==> config.mk <==
export PLATFORM = sky130hd
export DESIGN_NAME = gpio_irq_ctrl
export DESIGN_NICKNAME = d
export VERILOG_FILES = /design/src/rtl/gpio_irq_ctrl.sv
export SDC_FILE = /design/constraint.sdc
export NUM_CORES = 1
export LEC_CHECK = 0
export BUFFER_PORTS_ARGS = -buffer_cell sky130_fd_sc_hd__buf_2
export CORE_ASPECT_RATIO = 1.25
export CORE_MARGIN = 4
export CORE_UTILIZATION = 54
export DETAILED_ROUTE_END_ITERATION = 12
export PLACE_DENSITY = 0.74
export SYNTH_ARGS = -nofsm -noshare
export SYNTH_HDL_FRONTEND = slang
export SYNTH_SLANG_ARGS = --single-unit
==> constraint.sdc <==
create_clock -name clk -period 3.1 [get_ports clk]
set_clock_uncertainty 0.2 [all_clocks]
set_input_delay 0.155 -clock clk [delete_from_list [all_inputs] [get_ports clk]]
set_output_delay 0.155 -clock clk [all_outputs]
set_load 0.02 [all_outputs]
==> src/rtl/gpio_irq_ctrl.sv <==
// rtl/gpio_irq_ctrl.sv - GPIO controller with debounced inputs, edge/timer interrupts
// Register-mapped outputs with atomic set/clear, rising-edge capture and a compare timer.
module gpio_irq_ctrl #(
  parameter int                   IN_WIDTH        = 24,
  parameter int                   OUT_WIDTH       = 20,
  parameter int                   DEBOUNCE_CYCLES = 4,
  parameter logic [OUT_WIDTH-1:0] OUT_RESET       = '1
) (
  input  logic                 clk,
  input  logic                 rst,
  input  logic                 en,
  input  logic                 write_en,
  input  logic [11:0]          addr,
  input  logic [31:0]          data_in,
  output logic [31:0]          data_out,
  input  logic [IN_WIDTH-1:0]  gpio_in,
  output logic [OUT_WIDTH-1:0] gpio_out,
  output logic                 irq
);

  localparam int CNT_W = (DEBOUNCE_CYCLES < 1) ? 1 : $clog2(DEBOUNCE_CYCLES + 1);
  localparam logic [CNT_W-1:0] CNT_LAST = CNT_W'((DEBOUNCE_CYCLES < 1) ? 0 : DEBOUNCE_CYCLES - 1);

  localparam logic [9:0] A_IN     = 10'h000;
  localparam logic [9:0] A_OUT    = 10'h001;
  localparam logic [9:0] A_SET    = 10'h002;
  localparam logic [9:0] A_CLR    = 10'h003;
  localparam logic [9:0] A_IRQ_EN = 10'h004;
  localparam logic [9:0] A_EDGE   = 10'h005;
  localparam logic [9:0] A_TIMER  = 10'h006;
  localparam logic [9:0] A_CMP    = 10'h007;
  localparam logic [9:0] A_CTRL   = 10'h008;

  logic [IN_WIDTH-1:0]  sync1_q, sync2_q;
  logic [IN_WIDTH-1:0]  deb_q, deb_d;
  logic [CNT_W-1:0]     cnt_q [IN_WIDTH];
  logic [CNT_W-1:0]     cnt_d [IN_WIDTH];
  logic [OUT_WIDTH-1:0] out_q, out_d;
  logic [IN_WIDTH-1:0]  irq_en_q, irq_en_d;
  logic [IN_WIDTH-1:0]  edge_q, edge_d;
  logic [31:0]          timer_q, timer_d;
  logic [31:0]          cmp_q, cmp_d;
  logic                 ie_q, ie_d;
  logic                 hit_q, hit_d;
  logic [31:0]          data_out_q, data_out_d;
  logic [31:0]          rdata;
  logic [IN_WIDTH-1:0]  rise, edge_w1c;
  logic [9:0]           word;
  logic                 wr, rd;
  logic                 unused_addr_lsb;

  assign word            = addr[11:2];
  assign wr              = en & write_en;
  assign rd              = en & ~write_en;
  assign unused_addr_lsb = ^addr[1:0];

  // A mismatch between sync and debounced must persist DEBOUNCE_CYCLES cycles to be accepted.
  always_comb begin
    deb_d = deb_q;
    for (int i = 0; i < IN_WIDTH; i++) begin
      cnt_d[i] = '0;
      if (DEBOUNCE_CYCLES == 0) begin
        deb_d[i] = sync2_q[i];
      end else if (sync2_q[i] != deb_q[i]) begin
        if (cnt_q[i] == CNT_LAST) begin
          deb_d[i] = sync2_q[i];
        end else begin
          cnt_d[i] = cnt_q[i] + CNT_W'(1);
        end
      end
    end
  end

  assign rise     = deb_d & ~deb_q;
  assign edge_w1c = (wr && word == A_EDGE) ? data_in[IN_WIDTH-1:0] : '0;

  always_comb begin
    out_d    = out_q;
    irq_en_d = irq_en_q;
    cmp_d    = cmp_q;
    ie_d     = ie_q;
    timer_d  = timer_q + 32'd1;
    hit_d    = hit_q;
    if (wr) begin
      case (word)
        A_OUT:    out_d    = data_in[OUT_WIDTH-1:0];
        A_SET:    out_d    = out_q | data_in[OUT_WIDTH-1:0];
        A_CLR:    out_d    = out_q & ~data_in[OUT_WIDTH-1:0];
        A_IRQ_EN: irq_en_d = data_in[IN_WIDTH-1:0];
        A_TIMER:  timer_d  = data_in;
        A_CMP:    cmp_d    = data_in;
        A_CTRL: begin
          ie_d  = data_in[1];
          hit_d = hit_q & ~data_in[0];
        end
        default: ;
      endcase
    end
    // Compare uses the pre-update timer and always beats a same-cycle clear.
    if (timer_q == cmp_q) hit_d = 1'b1;
    edge_d = (edge_q & ~edge_w1c) | rise;
  end

  always_comb begin
    rdata = '0;
    case (word)
      A_IN:     rdata = 32'(deb_q);
      A_OUT:    rdata = 32'(out_q);
      A_IRQ_EN: rdata = 32'(irq_en_q);
      A_EDGE:   rdata = 32'(edge_q);
      A_TIMER:  rdata = timer_q;
      A_CMP:    rdata = cmp_q;
      A_CTRL:   rdata = {30'd0, ie_q, hit_q};
      default:  rdata = '0;
    endcase
    data_out_d = rd ? rdata : data_out_q;
  end

  always_ff @(posedge clk) begin
    if (rst) begin
      sync1_q    <= '0;
      sync2_q    <= '0;
      deb_q      <= '0;
      out_q      <= OUT_RESET;
      irq_en_q   <= '0;
      edge_q     <= '0;
      timer_q    <= '0;
      cmp_q      <= 32'hFFFF_FFFF;
      ie_q       <= 1'b0;
      hit_q      <= 1'b0;
      data_out_q <= '0;
      for (int i = 0; i < IN_WIDTH; i++) cnt_q[i] <= '0;
    end else begin
      sync1_q    <= gpio_in;
      sync2_q    <= sync1_q;
      deb_q      <= deb_d;
      out_q      <= out_d;
      irq_en_q   <= irq_en_d;
      edge_q     <= edge_d;
      timer_q    <= timer_d;
      cmp_q      <= cmp_d;
      ie_q       <= ie_d;
      hit_q      <= hit_d;
      data_out_q <= data_out_d;
      for (int i = 0; i < IN_WIDTH; i++) cnt_q[i] <= cnt_d[i];
    end
  end

  assign data_out = data_out_q;
  assign gpio_out = out_q;
  assign irq      = (|(edge_q & irq_en_q)) | (hit_q & ie_q);

endmodule
==> results of run 1 <==
==> routing by layer <==
layer	wire length, um	track usage (%)	vias up
met1	15400	35.0	5436
met3	2760	3.52	115
met5	0	0	-
li1	-	-	5521
met4	2070	13.7	0
met2	17800	44.7	489
==> stage by stage <==
stage                     utilization (%)  setup slack (ps)
final                                66.0               235
after CTS                            66.0               103
after global routing                 66.0               124
after detailed placement             58.8               610
after global placement               58.8               634
after floorplan                         -               997
==> final timing paths <==
check                              start                        to  slack, ps  cells after the start
setup / recovery                 addr[5]    timer_q[12]$_SDFF_PP0_        240                      9
hold / removal                   addr[8]  irq_en_q[5]$_SDFFE_PP0P_        100                      6
setup reg to reg   timer_q[3]$_SDFF_PP0_    timer_q[12]$_SDFF_PP0_        550                      6
hold reg to reg   cnt_q[2][3]$_SDFF_PP0_    cnt_q[2][3]$_SDFF_PP0_        220                      1
==> area by class of cell <==
cell class,instances,area [um^2]
fill,2035,8340
multi-input combinational,1032,6640
sequential,310,6210
timing repair buffer,231,1670
clock buffer,43,848
tap,330,413
inverter,67,251
clock inverter,9,148
==> sequential cells by signal (all words and copies together) (netlist names) <==
signal / count
edge_q: 24
hit_q: 1
irq_en_q: 24
sync2_q: 24
timer_q: 32
data_out: 32
cmp_q: 32
deb_q: 24
cnt_q: 72
gpio_out: 20
sync1_q: 24
ie_q: 1
==> worst max-delay path, cell delays in order <==
cell	delay, ps
dlygate4sd3_1	550
buf_2	240
or4b_4	690
nor4_2	250
nand2_2	70
buf_4	320
nor2_1	170
a211oi_1	60
dlygate4sd3_1	590
==> cells in the mapped netlist (5+ instances only) <==
library cell / n
a211oi_1: 67
a21oi_1: 52
a221oi_1: 11
a222oi_1: 10
a22o_1: 7
a22oi_1: 19
a32o_1: 7
a32oi_1: 19
and2_1: 6
and3_1: 6
buf_1: 7
buf_2: 27
clkbuf_1: 49
dfxtp_1: 310
ha_1: 49
inv_1: 66
mux2i_1: 37
mux4_2: 7
nand2_1: 208
nand2b_1: 12
nand3_1: 11
nand3b_1: 33
nand4_1: 24
nor2_1: 191
nor2b_1: 53
nor3_1: 5
o211ai_1: 12
o21ai_0: 18
o21ai_1: 14
or3_1: 28
xnor2_1: 60
xor2_1: 22
==> report_power, final <==
part / switching [W] / leakage (nW) / total (W) / internal (W)
Combinational: 0.000244 / 3.19 / 0.000431 / 0.000187
Clock: 0.00148 / 0.488 / 0.00369 / 0.00221
Sequential: 0.0000258 / 2.51 / 0.00405 / 0.00403
Total: 0.00175 / 6.18 / 0.00818 / 0.00643
==> timing repair <==
action                                 CTS  global route
buffers inserted                         0             0
endpoints found under the hold margin  171             0
gates resized for setup                  0             1
hold buffers                            77             0
setup endpoints to repair                0             1
==> cell families after synthesis <==
logic type	after synthesis	synth area share [%]
compound gates	252	13.4
xor+xnor	82	5.33
fa+ha+maj	49	4.55
buf+inv	155	4.82
flops	310	46.1
mux	48	4.25
simple gates	601	21.6
==> flow_summary.ini, run 1 <==
[layout]
stdcell_area_mm2 = 0.0162
n_antenna_cell = 0
fin_cells = 2022
syn_to_final_growth_pct = 20.0
final_common_cell = dfxtp_1
drive_above_1_share_pct = 13.5
finish.net_count = 1792
final_cell_mix = dfxtp_1, nand2_1, nor2_1

[floorplanning]
rows = 64
ios = 125
dieHeight_um = 185
core_mm2 = 0.0245
start_util_pct = 55.0
die_area_mm2 = 0.0276
die_w_um = 149

[timing]
tightest_slew_ps = 779
final_hold_viol_count = 0
whs_ps = 97.2
fmax_ghz = 0.349
setup_viol = 0
setup_tns_ps = 0
slew_headroom_pct = 47.8
fin_crit_ps = 2860
rsz0062_at_grt = no
fin_crit_sh_pct = 92.4
drv_slew = 0

[cts]
cts_made_buffers = 29
clk_latency_ps = 550
clock-root-buffer = clkbuf_16
cts.sinks = 310
cts_tree = yes
clkSlewWorstSetupHoldPaths_ps = 70
ctsHtreeMaxLevel = 1
cts_buffer_depth = 3

[yosys]
synth_top_cell_area_share_pct = 46.1
ys_warn_count = 0
synth_seq_cells = 310
synth_nets = 1618
synth_top_flop_cell = dfxtp_1
synthArstFlopShare_pct = 0
synth_top_area_cell = dfxtp_1
avgSynthCellArea_um2 = 9.00
yosysUniqueCellTypes = 61
synth-edff-count = 0
syn_inst = 1497
synth_area_mm2 = 0.0135
netlist_top_cells_area = dfxtp_1, nand2_1, nor2_1
ys_seq_area_share_pct = 46.1

[placement]
port_buffers = 122
dpl_cell_area_mm2 = 0.0144
gp_congestion = 0.944
dp_hpwl_um = 26200
post-place-cells = 1893

[detailed_routing]
wl_per_cell_um = 18.8
ant_nets = 0
firstDrtPassIters = 5
drt_iter0_drc = 1075
via_per_inst = 5.72
finalWirelength_um = 38000
vias = 11600
drc = 0

[global_route]
grt_pass1_wl_um = 59400
grt_max_degree = 141
antenna_found_initial = 0
grt_usage_pct = 27.1
grt_pass1_vias = 11000
grt_overflow = 0

[setup_path]
critPathKind = in2reg
arrival_ps = 3110
worst_setup_path_end_kind = register
worstSetupStartpointType = input port
critical_path_required_ps = 3340
crit_path_max_fanout = 63

[job]
max_cap_violations = 0

[hold_path]
worstHoldPathType = in2reg

[status]
status = complete, no violations

[power]
p_per_area_mw_per_mm2 = 506
p_total_w = 0.00818
power_leakage_nw = 6.18
ir_worst_vdd_mv = 0.387
Power figures use the tool's default switching activity.
==> run 2: changes to the inputs <==
- PLACE_DENSITY: 0.74 -> 0.76
- clock period: 3.1 -> 2.55 ns (I/O delays scaled with it)
==> flow_summary.ini, run 2 (synthesized netlist as in run 1, its figures left out) <==
[setup_path]
critPathKind = reg2out
slowest_delay_ps = 610
arrival_ps = 2060
crit_path_max_fanout = 3
critical_path_required_ps = 2220
crit_buf_inv = 1
crit_family = compound AO/OA/AOI/OAI gates
worstSetupStartpointType = register
worst_setup_path_end_kind = output port
cp_slowest_cell = a222oi_1
crit_chain = a222oi_1, nand4_1, buf_2

[placement]
gp_congestion = 0.959
post-place-cells = 1913
port_buffers = 122
dp_hpwl_um = 26500

[layout]
final_cell_mix = dfxtp_1, nand2_1, nor2_1
drive_above_1_share_pct = 14.7
fin_cells = 2030
n_antenna_cell = 0
syn_to_final_growth_pct = 20.2
max_flop_register = cnt_q
largest_reg_flops = 72
final_common_cell = dfxtp_1
finish.net_count = 1802

[timing]
fmax_ghz = 0.420
final_hold_viol_count = 0
fin_crit_ps = 2380
drv_slew = 0
setup_viol = 0
fin_crit_sh_pct = 93.4
tightest_slew_ps = 630
setup_tns_ps = 0
slew_headroom_pct = 57.9
rsz0062_at_grt = no

[cts]
clk_latency_ps = 550
cts_tree = yes
cts.sinks = 310
clock-root-buffer = clkbuf_16
cts_made_buffers = 30
cts_buffer_depth = 3
clkSlewWorstSetupHoldPaths_ps = 70
ctsHtreeMaxLevel = 1

[status]
status = complete, no violations

[global_route]
grt_usage_pct = 26.6
grt_pass1_vias = 11000
grt_pass1_wl_um = 58900
grt_overflow = 0
antenna_found_initial = 1
grt_max_degree = 127

[power]
power_leakage_nw = 6.20
p_per_area_mw_per_mm2 = 607
internal_power_w = 0.00765
switchingPower_w = 0.00218
swShare_pct = 22.1
ir_worst_vdd_mv = 0.632
power.share.clock_pct = 44.6
p_comb_share_pct = 5.3
pwr-share-seq_pct = 50.1

[detailed_routing]
drc = 0
vias = 11500
finalWirelength_um = 37600
ant_nets = 0
firstDrtPassIters = 7
wl_per_cell_um = 18.5
via_per_inst = 5.69
drt_iter0_drc = 996

[floorplanning]
core_mm2 = 0.0245
start_util_pct = 55.0
die_area_mm2 = 0.0276
dieHeight_um = 185
die_w_um = 149
ios = 125
rows = 64

[hold_path]
worstHoldPathType = in2reg

[job]
max_cap_violations = 0
-- run 2: cell type report --
class,instances,area (um^2)
sequential,310,6210
fill,2002,8310
clock buffer,38,842
timing repair buffer,240,1720
inverter,67,251
clock inverter,13,135
multi-input combinational,1032,6630
tap,330,413
-- run 2: tightest hold or removal path, stage by stage --
cell and delay (ps):
buf_2 150, buf_12 200, a22oi_1 180, o31ai_1 80
-- run 2: power groups by stage --
stage / combinational, W / sequential, W / clock, W
6_report: 0.000522 / 0.00492 / 0.00438
5_1_grt: 0.000557 / 0.00493 / 0.00463
4_1_cts: 0.000512 / 0.00492 / 0.00446
3_5_place_dp: 0.000435 / 0.00503 / 0
3_3_place_gp: 0.000431 / 0.00503 / 0
2_1_floorplan: 0.000248 / 0.00502 / 0
-- run 2: final timing paths --
check,start,to,slack (ps),depth (start not counted)
min reg2reg,cnt_q[0][15]$_SDFF_PP0_,cnt_q[0][15]$_SDFF_PP0_,220,1
max,edge_q[1]$_SDFF_PP0_,irq,170,3
min,addr[4],data_out[21]$_SDFFE_PP0P_,40,4
max reg2reg,timer_q[10]$_SDFF_PP0_,timer_q[25]$_SDFF_PP0_,260,5
-- run 2: per-stage QoR --
stage / cell area [um^2] / total power [W] / hold WS, ps / setup slack, ps / utilization [%]
final: 16200 / 0.00982 / 39.8 / 167 / 66.1
after global placement: 14600 / 0.00546 / 136 / 191 / 59.4
after CTS: 16200 / 0.00989 / 9.12 / 190 / 66.1
after floorplan: 13500 / 0.00527 / 22.2 / 447 / -
after global routing: 16200 / 0.0101 / 41.2 / 194 / 66.1
after detailed placement: 14600 / 0.00547 / 139 / 111 / 59.4
-- run 2: what timing repair did --
item | in CTS | in global routing
hold endpoints to repair | 172 | 0
gates resized for setup | 0 | 0
buffers inserted | 0 | 0
hold buffers | 66 | 0
-- run 2: metal layers --
metal	track usage [%]	part of all wire [%]	vias up
met5	0	0.035	-
met4	11.1	4.3	2
met3	3.03	6.5	98
met2	45.4	48	455
met1	34.4	41	5448
li1	-	-	5539
==> run 3: changes to the inputs <==
- CELL_PAD_IN_SITES_DETAIL_PLACEMENT: not set -> 0
- CELL_PAD_IN_SITES_GLOBAL_PLACEMENT: not set -> 1
- CORE_UTILIZATION: 54 -> 49
- PLACE_DENSITY: 0.76 -> not set
- PLACE_DENSITY_LB_ADDON: not set -> 0.1
- clock period: 2.55 -> 3.05 ns (I/O delays scaled with it)
==> flow_summary.ini, run 3 (synthesized netlist as in run 1, its figures left out) <==
[cts]
clock-root-buffer = clkbuf_16
cts_buffer_depth = 3
clk_latency_ps = 510
holdBufCountCts = 57
cts.sinks = 310
clkSlewWorstSetupHoldPaths_ps = 60
cts_tree = yes
cts_resized = 0
post_cts_buffers = 0
ctsHtreeMaxLevel = 2
cts_made_buffers = 34

[placement]
gp_congestion = 0.930
port_buffers = 122
dp_hpwl_um = 26900

[global_route]
grt_usage_pct = 25.1
antenna_found_initial = 0
grt_max_degree = 91
grt_overflow = 0
grt_pass1_wl_um = 60700
grt_pass1_vias = 10600

[power]
p_per_area_mw_per_mm2 = 546
ir_worst_vdd_mv = 0.458
power_leakage_nw = 6.23

[detailed_routing]
wl_per_cell_um = 19.1
vias = 11300
drc = 0
ant_nets = 0
finalWirelength_um = 38900
via_per_inst = 5.57
firstDrtPassIters = 5
drt_iter0_drc = 848

[timing]
slew_headroom_pct = 46.3
setup_tns_ps = 0
fin_crit_sh_pct = 83.7
rsz0062_at_grt = no
drv_slew = 0
final_hold_viol_count = 0
tightest_slew_ps = 805
whs_ps = 0.963
fin_crit_ps = 2550
fmax_ghz = 0.392
setup_viol = 0

[setup_path]
worst_setup_path_end_kind = output port
worstSetupStartpointType = register
crit_path_max_fanout = 3
critical_path_required_ps = 2700
critPathKind = reg2out
arrival_ps = 2200

[layout]
syn_to_final_growth_pct = 20.6
drive_above_1_share_pct = 14.6
final_cell_mix = dfxtp_1, nand2_1, nor2_1
final_common_cell = dfxtp_1
largest_reg_flops = 72
n_antenna_cell = 0
finish.net_count = 1787
max_flop_register = cnt_q

[floorplanning]
rows = 67
die_area_mm2 = 0.0302
dieHeight_um = 193
ios = 125
start_util_pct = 49.9
die_w_um = 156
core_mm2 = 0.0270

[job]
max_cap_violations = 0

[hold_path]
worstHoldPathType = in2reg

[status]
status = complete, no violations
run 3: changes by cell type in the layout (fill, tap and decap cells not counted), moves of 2 or more:
cell / previous run / this run
clkbuf_16: 31 / 35
bufinv_16: 2 / 5
clkbuf_1: 3 / 5
buf_4: 48 / 39
clkinvlp_4: 5 / 0
dlygate4sd3_1: 66 / 57
clkbuf_8: 4 / 8
run 3: critical path, stage by stage (launching register included):
cell and delay, ps:
dfxtp_1 390, a222oi_1 770, nand4_1 290, buf_2 240
run 3: area by class of cell:
type,count,area [um^2]
Clock buffer,47,991
Clock inverter,11,188
Fill cell,2369,10700
Inverter,67,251
Multi-Input combinational cell,1032,6640
Sequential cell,310,6210
Tap cell,345,432
Timing Repair Buffer,221,1540
run 3: worst paths after layout:
| path | from | end | slack [ps] | cells after the start |
|---|---|---|---|---|
| min | rst | sync2_q[4]$_SDFF_PP0_ | 1 | 2 |
| min reg2reg | cnt_q[1][21]$_SDFF_PP0_ | cnt_q[1][21]$_SDFF_PP0_ | 220 | 1 |
| max reg2reg | timer_q[2]$_SDFF_PP0_ | timer_q[23]$_SDFF_PP0_ | 650 | 5 |
| max | edge_q[1]$_SDFF_PP0_ | irq | 500 | 3 |
run 3: through the flow:
step	cell area, um^2	setup WS [ps]	utilization (%)	power, W	cells
2_1_floorplan	13500	947	-	0.00441	1497
3_3_place_gp	14500	590	53.7	0.00457	1918
3_5_place_dp	14500	573	53.7	0.00458	1918
4_1_cts	16200	512	60.2	0.00896	2033
5_1_grt	16200	379	60.2	0.00917	2033
6_report	16200	497	60.2	0.00888	2033
run 3: power breakdown:
group	internal [W]	total [W]	switching (W)
combinational	0.000181	0.000432	0.000251
clock	0.00269	0.00433	0.00163
sequential	0.00409	0.00412	0.0000265
total	0.00697	0.00888	0.00191
run 3: routing by layer:
layer  global-route usage, %  vias to the layer above  wire (um)
met5                       0                        -          0
met4                    9.39                        0       1440
met3                    3.91                       76       2770
met2                    39.8                      391      17900
met1                    34.6                     5326      16800
li1                        -                     5526          -
